### src/rtl/paper_pkg.sv
// Shared opcodes, FSM states and instruction-field helpers for the paper processor.
// PC_SEQ_SINGLE_STEP_EN adds the STEPWAIT state used for single stepping.
package paper_pkg;

  localparam logic [1:0] OP_INC  = 2'b00;
  localparam logic [1:0] OP_CLR  = 2'b01;
  localparam logic [1:0] OP_JNO  = 2'b10;
  localparam logic [1:0] OP_HALT = 2'b11;

  localparam int INSTR_W = 4;
  localparam int OPC_HI  = 3;
  localparam int OPC_LO  = 2;
  localparam int OPD_HI  = 1;
  localparam int OPD_LO  = 0;

  typedef enum logic [2:0] {
    ST_IDLE     = 3'd0,
    ST_FETCH    = 3'd1,
    ST_EXEC     = 3'd2,
    ST_PULSE    = 3'd3,
    ST_WB       = 3'd4,
`ifdef PC_SEQ_SINGLE_STEP_EN
    ST_STEPWAIT = 3'd6,
`endif
    ST_HALTED   = 3'd5
  } state_e;

  function automatic logic [1:0] instr_opcode(input logic [INSTR_W-1:0] word);
    return word[OPC_HI:OPC_LO];
  endfunction

  function automatic logic [1:0] instr_operand(input logic [INSTR_W-1:0] word);
    return word[OPD_HI:OPD_LO];
  endfunction

endpackage

### src/rtl/pulse_gen.sv
// Bounded strobe generator: load starts a PULSE_W-clock high strobe; done marks its
// last clock so the caller can leave on the same edge the strobe drops.
module pulse_gen #(
  parameter int PULSE_W = 2
) (
  input  logic clk,
  input  logic rst_n,
  input  logic load,
  output logic pulse,
  output logic done
);

  localparam int CNT_W = (PULSE_W < 2) ? 1 : $clog2(PULSE_W + 1);

  logic [CNT_W-1:0] count_r;
  logic             pulse_r;

  // down-counter with registered strobe
  always_ff @(posedge clk or negedge rst_n) begin
    if (!rst_n) begin
      count_r <= {CNT_W{1'b0}};
      pulse_r <= 1'b0;
    end else if (load) begin
      count_r <= CNT_W'(PULSE_W);
      pulse_r <= 1'b1;
    end else if (count_r != {CNT_W{1'b0}}) begin
      count_r <= count_r - CNT_W'(1'b1);
      pulse_r <= (count_r != CNT_W'(1'b1));
    end else begin
      count_r <= count_r;
      pulse_r <= 1'b0;
    end
  end

  assign pulse = pulse_r;
  assign done  = (count_r == CNT_W'(1'b1));

endmodule

### src/rtl/pc_sequencer.sv
// Fetch/execute controller for the paper processor: pc, accumulator, INC strobe and JNO/HALT.
// Define PC_SEQ_SINGLE_STEP_EN to add the step input and the STEPWAIT gate before every fetch.
module pc_sequencer
  import paper_pkg::*;
#(
  parameter int DATA_W  = 2,
  parameter int PULSE_W = 2,
  parameter int PC_W    = 2
) (
  input  logic              clk,
  input  logic              rst_n,
  input  logic              start,
`ifdef PC_SEQ_SINGLE_STEP_EN
  input  logic              step,
`endif
  input  logic [3:0]        instr,
  output logic [PC_W-1:0]   pc,
  output logic [DATA_W-1:0] acc,
  input  logic [DATA_W-1:0] adder_sum,
  input  logic              adder_cout,
  output logic              inc_pulse,
  output logic              status,
  output logic              busy,
  output logic              halted
);

`ifdef PC_SEQ_SINGLE_STEP_EN
  localparam state_e FETCH_ENTRY = ST_STEPWAIT;
`else
  localparam state_e FETCH_ENTRY = ST_FETCH;
`endif

  state_e              state_r, state_nxt_s;
  logic [PC_W-1:0]     pc_r, pc_nxt_s, pc_inc_s;
  logic [DATA_W-1:0]   acc_r, acc_nxt_s;
  logic                status_r, status_nxt_s;
  logic [3:0]          ir_r, ir_nxt_s;
  logic                busy_r, halted_r;
  logic                pulse_load_s, pulse_done_s;

  assign pc_inc_s = pc_r + PC_W'(1'b1);

  pulse_gen #(.PULSE_W(PULSE_W)) u_pulse_gen (
    .clk   (clk),
    .rst_n (rst_n),
    .load  (pulse_load_s),
    .pulse (inc_pulse),
    .done  (pulse_done_s)
  );

  // next-state and datapath update
  always_comb begin
    state_nxt_s  = state_r;
    pc_nxt_s     = pc_r;
    acc_nxt_s    = acc_r;
    status_nxt_s = status_r;
    ir_nxt_s     = ir_r;
    pulse_load_s = 1'b0;
    case (state_r)
      ST_IDLE, ST_HALTED: begin
        if (start) begin
          pc_nxt_s    = {PC_W{1'b0}};
          state_nxt_s = FETCH_ENTRY;
        end else begin
          state_nxt_s = state_r;
        end
      end
      ST_FETCH: begin
        ir_nxt_s    = instr;
        state_nxt_s = ST_EXEC;
      end
      ST_EXEC: begin
        case (instr_opcode(ir_r))
          OP_INC: begin
            pulse_load_s = 1'b1;
            state_nxt_s  = ST_PULSE;
          end
          OP_CLR: begin
            acc_nxt_s    = {DATA_W{1'b0}};
            status_nxt_s = 1'b0;
            pc_nxt_s     = pc_inc_s;
            state_nxt_s  = FETCH_ENTRY;
          end
          OP_JNO: begin
            pc_nxt_s    = status_r ? pc_inc_s : PC_W'(instr_operand(ir_r));
            state_nxt_s = FETCH_ENTRY;
          end
          OP_HALT: begin
            state_nxt_s = ST_HALTED;
          end
          default: begin
            state_nxt_s = ST_HALTED;
          end
        endcase
      end
      ST_PULSE: begin
        if (pulse_done_s) begin
          state_nxt_s = ST_WB;
        end else begin
          state_nxt_s = ST_PULSE;
        end
      end
      ST_WB: begin
        acc_nxt_s    = adder_sum;
        status_nxt_s = adder_cout;
        pc_nxt_s     = pc_inc_s;
        state_nxt_s  = FETCH_ENTRY;
      end
`ifdef PC_SEQ_SINGLE_STEP_EN
      ST_STEPWAIT: begin
        if (step) begin
          state_nxt_s = ST_FETCH;
        end else begin
          state_nxt_s = ST_STEPWAIT;
        end
      end
`endif
      default: begin
        state_nxt_s = ST_IDLE;
      end
    endcase
  end

  // state, datapath and registered status outputs
  always_ff @(posedge clk or negedge rst_n) begin
    if (!rst_n) begin
      state_r  <= ST_IDLE;
      pc_r     <= {PC_W{1'b0}};
      acc_r    <= {DATA_W{1'b0}};
      status_r <= 1'b0;
      ir_r     <= 4'b0000;
      busy_r   <= 1'b0;
      halted_r <= 1'b0;
    end else begin
      state_r  <= state_nxt_s;
      pc_r     <= pc_nxt_s;
      acc_r    <= acc_nxt_s;
      status_r <= status_nxt_s;
      ir_r     <= ir_nxt_s;
      busy_r   <= (state_nxt_s != ST_IDLE) && (state_nxt_s != ST_HALTED);
      halted_r <= (state_nxt_s == ST_HALTED);
    end
  end

  assign pc     = pc_r;
  assign acc    = acc_r;
  assign status = status_r;
  assign busy   = busy_r;
  assign halted = halted_r;

endmodule

### config.mk
export PLATFORM = sky130hd
export DESIGN_NAME = pc_sequencer
export DESIGN_NICKNAME = d
export VERILOG_FILES = /design/src/rtl/paper_pkg.sv /design/src/rtl/pulse_gen.sv /design/src/rtl/pc_sequencer.sv
export SDC_FILE = /design/constraint.sdc
export NUM_CORES = 1
export LEC_CHECK = 0
export CAP_MARGIN = 20
export CORE_UTILIZATION = 32
export CTS_BUF_LIST = sky130_fd_sc_hd__clkbuf_8
export DETAILED_ROUTE_END_ITERATION = 10
export HOLD_SLACK_MARGIN = 0.12
export PLACE_DENSITY = 0.51
export SYNTH_ARGS = -nofsm -noshare
export SYNTH_HDL_FRONTEND = slang
export SYNTH_HIERARCHICAL = 1
export SYNTH_SLANG_ARGS = --single-unit
### constraint.sdc
create_clock -name clk -period 3.5 [get_ports clk]
set_clock_uncertainty 0.2 [all_clocks]
set_input_delay 0.525 -clock clk [delete_from_list [all_inputs] [get_ports clk]]
set_output_delay 0.525 -clock clk [all_outputs]
set_load 0.02 [all_outputs]
==> impl_metrics.ini <==
[synthesis]
yosys.area.top_type_share_pct = 44.3
synthCells = 87
yosysWarningCount = 6
synth_compound_area_share_pct = 17.6
synth.distinct_cells = 38
ys_seq_area_share_pct = 44.3
syn-cell-area_um2 = 960
syn_nets = 103
synthXorXnorAreaFrac_pct = 0.913
synth_fa_ha_area_share_pct = 7.82
yosysTopAreaCell = dfrtp_1
ys_seq_elements = 17
netlist_top_cells_area = dfrtp_1 (44%), ha_1 (7.8%), nor3b_4 (3.9%)
synth_top_family_by_area = simple AND/OR/NAND/NOR gates
synthMuxAreaShare_pct = 2.35
synth-simple-area-share_pct = 22.3
syn_area_per_cell_um2 = 11.0

[job]
maxCapViolCount = 0

[clocking]
cts-resized-gates = 0
h-tree-depth = 1
cts_tree = built
clock-sinks = 17
path_clk_slew_ns = 0.07
post_cts_buffers = 0
clock_path_buffers = 2
clock_latency_ns = 0.25
cts_hold_buf = 0
root_buffer = clkbuf_8
cts_made_buffers = 3

[floorplan]
std_cell_rows = 19
core_mm2 = 0.00281
die-area_mm2 = 0.00322
ios = 18
initial_core_util_pct = 34.2
die_x_um = 56.8
die_height_um = 56.8

[grt]
grt_pass1_wl_um = 3190
grt_max_degree = 18
grt_pass1_vias = 706
grt_use_met2_pct = 20.2
grt_overflow_total = 0
antenna_found_initial = 0
gr-usage-met3_pct = 4.84
grt_usage_pct = 12.8
grt_busiest_layer = met2
grtUsageMet1_pct = 16.8

[timing]
fin_hold_ws_ns = 0.291
grt_setup_unrepaired = no
fmax_mhz = 497
post-route-period-util_pct = 57.5
setup_violations = 0
period_minus_slack_ns = 2.01
tightestPinTransition_ns = 0.784
hold_viol = 0
tns_ns = 0
drv_slew = 0
slew_headroom_pct = 47.6

[critical_path]
criticalPathCategory = flip-flop to output port
slowest_delay_ns = 0.62
critPathLaunch = pc[0]$_DFFE_PN0P_
path_depth = 1
r2r_slack_ns = 1.61
critical_path.endpoint = pc[0]
path_buf_inv = 1
crit-reg2reg-launch = state_r[2]$_DFF_PN0_
critPathTopFamily = buffers and inverters
arrival_ns = 1.29
rr_worst_depth = 4
critPathMaxFanout = 5
startpoint_type = flip-flop
path_cells = clkdlybuf4s50_1
cp-end-kind = output port
required_ns = 2.77
slowest_stage = clkdlybuf4s50_1
r2r_end = pc[1]$_DFFE_PN0P_

[finish]
final_nets = 122
synthToLayoutAreaGrowth_pct = 23.3
antennaDiodeCount = 0
final_cell_mix = dfrtp_1 (17), clkdlybuf4s50_1 (17), nor2_1 (7), ha_1 (6), inv_1 (5)
drive_above_1_share_pct = 8.57

[route]
ant_nets = 0
routedWlPerCell_um = 13.6
drt_first_pass_iters = 7
drc = 2
first_iter_violations = 11
postRouteWirelength_um = 1850
vias_per_cell = 5.19
vias = 706

[placed_design]
io_buffers = 17
dp_hpwl_um = 1310
place.gp.congestion = 0.700

[power_and_ir_drop]
p_leak_uw = 0.000514
max-vdd-ir-drop_mv = 0.368
cellPowerDensity_mw_per_mm2 = 928

[status]
violations = DRC
status = complete, but fails checks

[worst_hold_path]
min_path_cells = 1
min_path_type = flip-flop to flip-flop
worst min path at each step:
| stage | slack [ns] | start | to |
|---|---|---|---|
| floorplan | 0.03 | rst_n | acc[0]$_DFFE_PN0P_ |
| global placement | 0.28 | ir_r[1]$_DFFE_PN0P_ | ir_r[1]$_DFFE_PN0P_ |
| detailed placement | 0.28 | ir_r[0]$_DFFE_PN0P_ | ir_r[0]$_DFFE_PN0P_ |
| CTS | 0.29 | ir_r[0]$_DFFE_PN0P_ | ir_r[0]$_DFFE_PN0P_ |
| global route | 0.32 | ir_r[0]$_DFFE_PN0P_ | ir_r[0]$_DFFE_PN0P_ |
| finish | 0.29 | ir_r[0]$_DFFE_PN0P_ | ir_r[0]$_DFFE_PN0P_ |
stage by stage:
step / setup WS (ns) / instances / cell area, um2 / utilization (%) / power, uW
2_1_floorplan: 1.98 / 87 / 960 / - / 819
3_3_place_gp: 1.52 / 132 / 1140 / 40.6 / 952
3_5_place_dp: 1.51 / 132 / 1140 / 40.6 / 961
4_1_cts: 1.48 / 136 / 1180 / 42.2 / 1110
5_1_grt: 1.44 / 136 / 1180 / 42.2 / 1200
6_report: 1.49 / 136 / 1180 / 42.2 / 1100
Yosys cell counts (all sizes together):
cell type	number
o22a	3
a21o	1
nand3b	2
ha	6
or2b	1
a311o	1
dfrtp	17
a221oi	1
nor3	2
nor2b	1
and2	1
nor2	7
and3	1
nand4bb	2
o31ai	1
a21oi	4
o311ai	1
o21ai	4
nand2b	3
and2b	1
o21bai	1
nand3	2
xor2	1
o311a	1
a21boi	1
nor3b	2
o21a	1
inv	4
o211ai	1
buf	3
mux2	2
nand2	5
and4b	1
a22o	1
or2	1
metal layers:
layer,up-vias,share of wire [%]
li1,350,-
met1,341,49
met2,13,45
met3,2,4.8
met4,0,0.54
met5,-,0
state kept, by name (all words and copies together) (netlist names):
signal,flops
acc,2
busy,1
halted,1
ir_r,4
pc,2
state_r,3
status,1
u_pulse_gen/count_r,2
u_pulse_gen/pulse,1
power by group:
part	switching [uW]	leakage [uW]	internal [uW]
combinational	257	0.000282	283
sequential	125	0.000206	288
clock	67.9	0.0000269	77.9
total	450	0.000514	649
layout make-up:
type	instances	area [um2]
Fill cell	296	1620
Inverter	4	15.0
Sequential cell	17	425
Tap cell	31	38.8
Clock inverter	1	3.75
Clock buffer	3	41.3
Timing Repair Buffer	17	170
Multi-Input combinational cell	63	489
logic make-up after synthesis:
| logic type | after synthesis |
|---|---|
| and+or+nand+nor | 32 |
| AOI/OAI and AO/OA | 22 |
| DFF | 17 |
| buffers and inverters | 7 |
| adders and majority gates | 6 |
| muxes | 2 |
| xor gates and xnor gates | 1 |
Power figures use the tool's default switching activity.
